[src/rtl/gcd_engine_pkg.sv]
// Shared definitions for the GCD engine: FSM state encoding and parameter defaults.
package gcd_engine_pkg;

  localparam int unsigned GCD_WIDTH_DEF  = 16;
  localparam int unsigned GCD_ITER_W_DEF = 8;

  typedef enum logic [2:0] {
    ST_IDLE,
    ST_ORDER,
    ST_CHECK,
    ST_MOD_WAIT,
    ST_DONE
  } state_e;

endpackage

[src/rtl/gcd_engine_mod_seq.sv]
// Sequential restoring shift-subtract remainder unit: one dividend bit per cycle,
// done_o asserted in the WIDTH-th cycle after the start edge.
module mod_seq #(
  parameter int unsigned WIDTH = 16
) (
  input  logic             clk,
  input  logic             rst_ni,
  input  logic             clr_i,
  input  logic             start_i,
  input  logic [WIDTH-1:0] dividend_i,
  input  logic [WIDTH-1:0] divisor_i,
  output logic [WIDTH-1:0] rem_o,
  output logic             done_o
);

  localparam int unsigned CNT_W = (WIDTH > 2) ? $clog2(WIDTH) : 1;

  logic [WIDTH-1:0] rem_q, rem_d;
  logic [WIDTH-1:0] quo_q, quo_d;
  logic [WIDTH-1:0] div_q, div_d;
  logic [CNT_W-1:0] cnt_q, cnt_d;
  logic             busy_q, busy_d;

  function automatic logic [WIDTH-1:0] rstep(input logic [WIDTH-1:0] r,
                                             input logic             bit_in,
                                             input logic [WIDTH-1:0] d);
    logic [WIDTH:0] t;
    t = {r, bit_in};
    if (t >= {1'b0, d}) t = t - {1'b0, d};
    return t[WIDTH-1:0];
  endfunction

  // The start edge already performs the first step, so WIDTH-1 further steps remain.
  always_comb begin
    rem_d  = rem_q;
    quo_d  = quo_q;
    div_d  = div_q;
    cnt_d  = cnt_q;
    busy_d = busy_q;
    if (clr_i) begin
      rem_d  = '0;
      quo_d  = '0;
      div_d  = '0;
      cnt_d  = '0;
      busy_d = 1'b0;
    end else if (start_i) begin
      rem_d  = rstep('0, dividend_i[WIDTH-1], divisor_i);
      quo_d  = dividend_i << 1;
      div_d  = divisor_i;
      cnt_d  = CNT_W'(WIDTH - 1);
      busy_d = 1'b1;
    end else if (busy_q) begin
      if (cnt_q == '0) begin
        busy_d = 1'b0;
      end else begin
        rem_d = rstep(rem_q, quo_q[WIDTH-1], div_q);
        quo_d = quo_q << 1;
        cnt_d = cnt_q - CNT_W'(1);
      end
    end
  end

  always_ff @(posedge clk or negedge rst_ni) begin
    if (!rst_ni) begin
      rem_q  <= '0;
      quo_q  <= '0;
      div_q  <= '0;
      cnt_q  <= '0;
      busy_q <= 1'b0;
    end else begin
      rem_q  <= rem_d;
      quo_q  <= quo_d;
      div_q  <= div_d;
      cnt_q  <= cnt_d;
      busy_q <= busy_d;
    end
  end

  assign rem_o  = rem_q;
  assign done_o = busy_q && (cnt_q == '0);

endmodule

[src/rtl/gcd_engine.sv]
// Self-sequenced Euclid GCD engine with valid/ack handshake, abort, optional signed
// operands and a saturating count of modulo operations.
module gcd_engine
  import gcd_engine_pkg::*;
#(
  parameter int unsigned WIDTH  = GCD_WIDTH_DEF,
  parameter bit          SIGNED = 1'b0,
  parameter int unsigned ITER_W = GCD_ITER_W_DEF
) (
  input  logic              clk,
  input  logic              rst_ni,
  input  logic              start_i,
  input  logic              abort_i,
  input  logic [WIDTH-1:0]  zahl1_i,
  input  logic [WIDTH-1:0]  zahl2_i,
  input  logic              ack_i,
  output logic              ready_o,
  output logic              valid_o,
  output logic [WIDTH-1:0]  ergebnis_o,
  output logic [ITER_W-1:0] iter_o
);

  state_e            state_q, state_d;
  logic [WIDTH-1:0]  a_q, a_d;
  logic [WIDTH-1:0]  b_q, b_d;
  logic [ITER_W-1:0] iter_q, iter_d;
  logic [WIDTH-1:0]  res_q, res_d;
  logic [ITER_W-1:0] iter_out_q, iter_out_d;

  logic              mod_start;
  logic              mod_clr;
  logic [WIDTH-1:0]  mod_rem;
  logic              mod_done;

  // Negating the most negative value wraps to 2^(WIDTH-1), its exact magnitude.
  function automatic logic [WIDTH-1:0] mag(input logic [WIDTH-1:0] x);
    if (SIGNED && x[WIDTH-1]) return -x;
    return x;
  endfunction

  mod_seq #(.WIDTH(WIDTH)) u_mod_seq (
    .clk        (clk),
    .rst_ni     (rst_ni),
    .clr_i      (mod_clr),
    .start_i    (mod_start),
    .dividend_i (a_q),
    .divisor_i  (b_q),
    .rem_o      (mod_rem),
    .done_o     (mod_done)
  );

  always_comb begin
    state_d    = state_q;
    a_d        = a_q;
    b_d        = b_q;
    iter_d     = iter_q;
    res_d      = res_q;
    iter_out_d = iter_out_q;
    mod_start  = 1'b0;
    mod_clr    = 1'b0;
    if (abort_i) begin
      state_d = ST_IDLE;
      mod_clr = 1'b1;
    end else begin
      unique case (state_q)
        ST_IDLE: begin
          if (start_i) begin
            a_d     = mag(zahl1_i);
            b_d     = mag(zahl2_i);
            iter_d  = '0;
            state_d = ST_ORDER;
          end
        end
        ST_ORDER: begin
          if (b_q > a_q) begin
            a_d = b_q;
            b_d = a_q;
          end
          state_d = ST_CHECK;
        end
        ST_CHECK: begin
          if (b_q == '0) begin
            res_d      = a_q;
            iter_out_d = iter_q;
            state_d    = ST_DONE;
          end else begin
            mod_start = 1'b1;
            state_d   = ST_MOD_WAIT;
          end
        end
        ST_MOD_WAIT: begin
          if (mod_done) begin
            a_d     = b_q;
            b_d     = mod_rem;
            iter_d  = (&iter_q) ? iter_q : iter_q + ITER_W'(1);
            state_d = ST_CHECK;
          end
        end
        ST_DONE: begin
          if (ack_i) state_d = ST_IDLE;
        end
        default: state_d = ST_IDLE;
      endcase
    end
  end

  always_ff @(posedge clk or negedge rst_ni) begin
    if (!rst_ni) begin
      state_q    <= ST_IDLE;
      a_q        <= '0;
      b_q        <= '0;
      iter_q     <= '0;
      res_q      <= '0;
      iter_out_q <= '0;
    end else begin
      state_q    <= state_d;
      a_q        <= a_d;
      b_q        <= b_d;
      iter_q     <= iter_d;
      res_q      <= res_d;
      iter_out_q <= iter_out_d;
    end
  end

  assign ready_o    = (state_q == ST_IDLE);
  assign valid_o    = (state_q == ST_DONE);
  assign ergebnis_o = res_q;
  assign iter_o     = iter_out_q;

endmodule
[config.mk]
export PLATFORM = sky130hd
export DESIGN_NAME = gcd_engine
export DESIGN_NICKNAME = d
export VERILOG_FILES = /design/src/rtl/gcd_engine_pkg.sv /design/src/rtl/gcd_engine_mod_seq.sv /design/src/rtl/gcd_engine.sv
export SDC_FILE = /design/constraint.sdc
export NUM_CORES = 1
export LEC_CHECK = 0
export BUFFER_PORTS_ARGS = -buffer_cell sky130_fd_sc_hd__buf_2
export CAP_MARGIN = 10
export CORE_MARGIN = 2
export CORE_UTILIZATION = 40
export CTS_BUF_LIST = sky130_fd_sc_hd__clkbuf_8 sky130_fd_sc_hd__clkbuf_16
export CTS_CLUSTER_SIZE = 16
export DETAILED_ROUTE_END_ITERATION = 6
export PLACE_DENSITY = 0.59
export SYNTH_ARGS = -nofsm -noshare
export SYNTH_HDL_FRONTEND = slang
export SYNTH_SLANG_ARGS = --single-unit
[constraint.sdc]
create_clock -name clk -period 3.7 [get_ports clk]
set_clock_uncertainty 0.1 [all_clocks]
set_input_delay 0.185 -clock clk [delete_from_list [all_inputs] [get_ports clk]]
set_output_delay 0.185 -clock clk [all_outputs]
set_load 0.05 [all_outputs]
==> results of run 1 <==
## through the flow
| stage | utilization [%] | std cells |
|---|---|---|
| floorplan | - | 729 |
| global placement | 43.6 | 996 |
| detailed placement | 43.6 | 996 |
| CTS | 48.8 | 1052 |
| global route | 48.8 | 1052 |
| finish | 48.8 | 1052 |
## worst min path at each step
stage | startpoint | endpoint | slack (ps) | cells past startpoint
floorplan | rst_ni | a_q[0]$_DFFE_PN0P_ | -210 | 0
global placement | rst_ni | iter_o[2]$_DFFE_PN0P_ | 200 | 1
detailed placement | rst_ni | iter_o[2]$_DFFE_PN0P_ | 210 | 1
CTS | start_i | state_q[0]$_DFFE_PN0P_ | 0.1 | 3
global route | start_i | state_q[0]$_DFFE_PN0P_ | 3 | 3
finish | zahl1_i[15] | a_q[15]$_DFFE_PN0P_ | 9 | 3
## worst reg2reg max path, cell delays in order (launching register included)
cell      delay [ps]
dfrtp_1          400
ha_1             440
nand3_1          200
a211oi_1         270
a221o_1          180
a21o_1           710
mux2_2           420
o21ai_0          130
o21ai_0          100
## synth_stat cells (all sizes together), types with 15 or more instances
cell	n	share of area [%]
a21oi	32	2.3
buf	15	1.4
clkbuf	20	1.1
dfrtp	119	43
ha	37	6.7
inv	54	2.9
mux2	26	4.3
mux2i	52	7.5
nand2	73	4.0
nor2	55	3.0
o21a	16	1.7
o21ai	79	5.7
o22ai	15	1.4
## cell families (layout without fill, tap and decap cells)
kind of cell / after synthesis / in the layout / synth area share [%]
muxes: 78 / 78 / 11.8
DFF: 119 / 119 / 43.0
adders and majority gates: 38 / 38 / 6.98
AOI/OAI and AO/OA: 200 / 200 / 18.4
buffers and inverters: 89 / 187 / 5.39
and+or+nand+nor: 193 / 193 / 12.9
xor gates and xnor gates: 12 / 12 / 1.52
## power groups by stage
stage	registers [µW]	clock network [µW]	logic, µW
floorplan	1750	0	1920
detailed placement	1860	0	2400
global route	1890	1870	2740
global placement	1860	0	2330
CTS	1850	1800	2440
finish	1850	1780	2460
## placed cells by master (no fill, tap or decap), drive strengths merged, types with 5 or more instances in the layout
master / synthesis / final
inv: 54 / 56
nor3: 13 / 13
o31ai: 5 / 5
mux2i: 52 / 52
o211ai: 7 / 7
nand3: 9 / 9
a22o: 5 / 5
dfrtp: 119 / 119
nor2: 55 / 55
o21a: 16 / 16
nand2b: 13 / 13
ha: 37 / 37
a21oi: 32 / 32
a21o: 6 / 6
o21ai: 79 / 79
nand2: 73 / 73
clkbuf: 20 / 18
xnor2: 10 / 10
and3: 5 / 5
mux2: 26 / 26
o22ai: 15 / 15
a211oi: 6 / 6
buf: 15 / 77
dlygate4sd3: 0 / 24
nand4: 5 / 5
## final cells by class
| cell class | instances | area (µm²) | area share, % |
|---|---|---|---|
| clock inverter | 14 | 199 | 2.38 |
| timing repair buffer | 101 | 666 | 7.98 |
| multi-input combinational | 521 | 3580 | 42.9 |
| clock buffer | 18 | 439 | 5.26 |
| sequential | 119 | 2980 | 35.7 |
| tap | 225 | 282 | 3.37 |
| inverter | 54 | 203 | 2.43 |
## layer usage
| metal | global-route usage [%] | wire [µm] | up-vias |
|---|---|---|---|
| met5 | 0 | 0 | - |
| met3 | 4.26 | 679 | 24 |
| met1 | 27.7 | 8250 | 2783 |
| met2 | 34.2 | 8850 | 141 |
| li1 | - | - | 2749 |
| met4 | 6.37 | 298 | 0 |
## flip-flops by register name, indices dropped and copies added (netlist names), 3 cells and up
name	count
iter_o	8
u_mod_seq.rem_o	16
u_mod_seq.div_q	16
u_mod_seq.cnt_q	4
state_q	3
u_mod_seq.quo_q	15
iter_q	8
b_q	16
a_q	16
ergebnis_o	16
==> results.py, run 1 <==
metrics = {
    "outcome": {
        "status": "complete, no violations",
    },
    "drt": {
        "via_per_inst": 5.42,
        "vias": 5697,
        "drt_iter0_markers": 365,
        "routed_wl_mm": 18.1,
        "drtAntennaViolNets": 0,
        "drc": 0,
        "dr.pass1.iters": 6,
        "wl_per_cell_um": 17.2,
    },
    "setup_path": {
        "cp-end-kind": "register",
        "crit_family": "compound AO/OA/AOI/OAI gates",
        "cp-start-kind": "register",
        "cp_num_buf_inv": 0,
        "reg2reg_setup_slack_ps": 610,
        "cp.required_ps": 3860,
        "rr_startpoint": "u_mod_seq.rem_o[11]$_DFFE_PN0P_",
        "critPathCapture": "u_mod_seq.rem_o[6]$_DFFE_PN0P_",
        "worstPathMaxFanout": 27,
        "worstRegToRegCells": 8,
        "r2r-end": "u_mod_seq.rem_o[6]$_DFFE_PN0P_",
        "slowest_delay_ps": 710,
        "arrival_ps": 3250,
        "setup.worst_path.class": "reg -> reg",
        "crit_slowest_cell": "a21o_1",
        "critPathLaunch": "u_mod_seq.rem_o[11]$_DFFE_PN0P_",
        "path_cells": "ha_1, nand3_1, a211oi_1, a221o_1, a21o_1, mux2_2, o21ai_0, o21ai_0",
        "cp_common_cell": "o21ai_0",
        "cp.depth": 8,
    },
    "global_routing": {
        "grt_usage_pct": 20.8,
        "grt_pass1_vias": 5753,
        "antenna_found_initial": 0,
        "grt_pass1_wl_mm": 29.9,
        "gr-total-overflow": 0,
        "grt_max_degree": 62,
    },
    "power": {
        "seqPwrFrac_pct": 30.4,
        "p_switching_uw": 2350,
        "switching_share_pct": 38.6,
        "ir_drop_mv": 0.425,
        "comb_power_share_pct": 40.4,
        "finalPower_uw": 6090,
        "clkPwrFrac_pct": 29.2,
        "leakage_uw": 0.00404,
        "p_per_area_nw_per_um2": 729,
        "internal_power_uw": 3740,
    },
    "finish": {
        "fin_nets": 889,
        "final_area_um2": 8350,
        "layout-area-overhead-vs-synth_pct": 20.6,
        "fillers": 1591,
        "drive_above_1_share_pct": 16.6,
        "insertedDiodeCount": 0,
    },
    "clock_tree": {
        "clock_latency_ps": 410,
        "cts_setup_buffers": 0,
        "cts_inserted_buffers": 17,
        "cts_tree": "done",
        "clock_path_buffers": 2,
        "cts_htree_levels": 4,
        "path_clk_slew_ps": 60,
        "numClockSinks": 119,
        "cts_hold_repair.buffers": 24,
        "root_buffer": "clkbuf_16",
        "post_cts_resized": 0,
    },
    "yosys": {
        "synth_nets": 804,
        "synth_seq_cells": 119,
        "synth_seq_area_share_pct": 43.0,
        "async_flop_share_pct": 100,
        "yosysWarnings": 0,
        "synth.distinct_cells": 64,
        "avgSynthCellArea_um2": 9.49,
        "netlist_area_um2": 6920,
        "syn_inst": 729,
        "yosys_most_used_dff": "dfrtp_1",
        "synth-edff-count": 0,
    },
    "placement": {
        "dp_slack_ps": 653,
        "io_buffers": 62,
        "hpwl_mm": 13.2,
        "placed_area_um2": 7470,
        "place.gp.congestion": 0.883,
    },
    "timing": {
        "tightestPinTransition_ps": 939,
        "whs_ps": 9.36,
        "setup_viol": 0,
        "final_hold_viol_count": 0,
        "slew-limit-headroom_pct": 37.4,
        "setup_tns_ps": 0,
        "fmax_ghz": 0.323,
        "rsz0062_at_grt": "false",
        "slew_violations": 0,
        "fin_crit_ps": 3090,
        "fin_ws_ps": 605,
        "finalCritPeriodShare_pct": 83.6,
    },
    "job": {
        "maxCapViolations": 0,
    },
    "floorplan": {
        "ios": 63,
        "die_area_um2": 18400,
        "die_h_um": 136,
        "rows": 48,
        "core_area_um2": 17100,
        "die_w_um": 136,
        "initial_core_util_pct": 40.4,
    },
    "hold_path": {
        "hold_path_class": "in -> reg",
    },
}
(Power assumes the default switching activity.)
==> inputs of run 2 (changes only) <==
- PLACE_DENSITY: 0.59 -> 0.62
- clock period: 3.7 -> 2.55 ns (I/O delays scaled with it)
==> run 2 against run 1 <==
  * The run now ends with negative setup slack left
  * Die area did not move
  * Wire length rose by 12%
  * Clock-buffer cell count fell by 1
  * First-iteration DRC count rose by 1.4%
  * Hold slack improved by 110 ps
  * Utilization rose by 7.7 points
  * Fmax rose by 20%
  * Clock power rose by 35%
  * Critical path depth rose by 2
  * Via count rose by 8.5%
==> results.py, run 2 (synthesis results as in run 1) <==
metrics = {
    "clock_tree": {
        "path_clk_slew_ps": 60,
        "cts_htree_levels": 4,
        "root_buffer": "clkbuf_16",
        "clock_latency_ps": 420,
        "numClockSinks": 119,
        "cts_tree": "done",
        "clock_path_buffers": 2,
        "cts_inserted_buffers": 17,
    },
    "timing": {
        "tightestPinTransition_ps": 521,
        "whs_ps": 118,
        "fin_crit_ps": 2590,
        "rsz0062_at_grt": "true",
        "slew_violations": 0,
        "fmax_ghz": 0.387,
        "fin_ws_ps": -35.1,
        "setup_viol": 14,
        "slew-limit-headroom_pct": 65.3,
        "finalCritPeriodShare_pct": 101,
        "final_hold_viol_count": 0,
    },
    "placement": {
        "io_buffers": 62,
        "placed_area_um2": 8200,
        "hpwl_mm": 14.0,
        "place.gp.congestion": 0.862,
        "dp_slack_ps": -90.8,
    },
    "setup_path": {
        "rr_startpoint": "a_q[9]$_DFFE_PN0P_",
        "cp-end-kind": "register",
        "critPathCapture": "b_q[4]$_DFFE_PN0P_",
        "worstPathMaxFanout": 5,
        "critPathLaunch": "a_q[9]$_DFFE_PN0P_",
        "setup.worst_path.class": "reg -> reg",
        "arrival_ps": 2790,
        "cp.required_ps": 2760,
        "reg2reg_setup_slack_ps": -40,
        "cp-start-kind": "register",
        "worstRegToRegCells": 10,
        "r2r-end": "b_q[4]$_DFFE_PN0P_",
    },
    "outcome": {
        "violations": "negative setup slack",
        "status": "finished with violations",
    },
    "global_routing": {
        "grt_max_degree": 51,
        "grt_pass1_wl_mm": 31.4,
        "gr-total-overflow": 0,
        "grt_pass1_vias": 6052,
        "antenna_found_initial": 0,
        "grt_usage_pct": 22.5,
    },
    "floorplan": {
        "core_area_um2": 17100,
        "rows": 48,
        "die_w_um": 136,
        "die_h_um": 136,
        "ios": 63,
        "initial_core_util_pct": 40.4,
        "die_area_um2": 18400,
    },
    "power": {
        "leakage_uw": 0.00475,
        "ir_drop_mv": 0.546,
        "p_per_area_nw_per_um2": 1060,
        "finalPower_uw": 10200,
    },
    "job": {
        "maxCapViolations": 0,
    },
    "finish": {
        "fin_nets": 1009,
        "layout-area-overhead-vs-synth_pct": 39.7,
        "insertedDiodeCount": 0,
        "drive_above_1_share_pct": 31.4,
        "final_common_cell": "dfrtp_1",
        "final_cell_mix": "119 x dfrtp_1, 108 x buf_4, 76 x o21ai_0",
        "final_area_um2": 9670,
    },
    "drt": {
        "vias": 6181,
        "wl_per_cell_um": 17.3,
        "drt_iter0_markers": 370,
        "drtAntennaViolNets": 0,
        "routed_wl_mm": 20.3,
        "drc": 0,
        "dr.pass1.iters": 6,
        "via_per_inst": 5.27,
    },
    "hold_path": {
        "hold_path_class": "in -> async",
    },
}
[run 2: changes by cell type in the layout (fill, tap and decap cells not counted), moves of 5 or more]
cell | previous run | this run
buf_4 | 16 | 108
mux2_4 | 1 | 16
mux2_1 | 13 | 0
dlygate4sd3_1 | 24 | 36
buf_12 | 0 | 9
ha_1 | 37 | 30
inv_2 | 0 | 7
ha_4 | 0 | 6
inv_1 | 54 | 48
a21oi_1 | 32 | 27
a21oi_2 | 0 | 5
buf_6 | 0 | 5
[run 2: how the worst min path moves through the flow]
stage,cells after the start,end,from
3_5_place_dp,1,iter_q[0]$_DFFE_PN0P_,rst_ni
4_1_cts,2,iter_q[0]$_DFFE_PN0P_,rst_ni
6_report,2,iter_q[0]$_DFFE_PN0P_,rst_ni
5_1_grt,2,iter_q[0]$_DFFE_PN0P_,rst_ni
3_3_place_gp,1,iter_q[0]$_DFFE_PN0P_,rst_ni
2_1_floorplan,0,a_q[0]$_DFFE_PN0P_,rst_ni
[run 2: report_power, final]
part / leakage [µW] / internal [µW] / switching (µW)
combinational: 0.00292 / 2640 / 2590
clock: 0.000269 / 1440 / 960
sequential: 0.00157 / 2270 / 322
[run 2: final cells by class]
cell class	instances	area (µm²)
flip-flops and latches	119	2980
clock inverters	15	154
multi-input cells	521	3870
inverters	54	203
fillers	1464	7450
repair buffers	221	1750
well taps	225	282
clock buffers	17	425
[run 2: what timing repair did]
item | CTS | global route
gates resized for setup | 12 | 64
hold buffers | 36 | 0
buffers inserted | 8 | 13
cloned | 0 | 1
hold endpoints to repair | 71 | 0
setup endpoints to repair | 42 | 48
pin swaps | 9 | 14
[run 2: critical path: stages (launching register included)]
cell and delay [ps]:
dfrtp_1 380, inv_1 120, ha_4 220, nand4_1 210, a21oi_2 90, a2111oi_4 350, nor2_2 80, o31ai_4 320
buf_6 170, clkbuf_16 140, mux2_4 300
[run 2: per-stage QoR]
step                util [%]  setup TNS (ps)  std cells
finish                  56.5            -281       1172
global route            56.5           -1920       1172
floorplan                  -               0        729
detailed placement      47.9           -1560       1082
CTS                     54.0               0       1158
global placement        47.9            -102       1082
[run 2: metal layers]
layer / part of all wire [%] / vias up / track usage (%)
met3: 4.1 / 32 / 5.69
met4: 2.1 / 0 / 7.70
met5: 0 / - / 0
met2: 49 / 180 / 36.5
met1: 45 / 2973 / 29.4
li1: - / 2996 / -
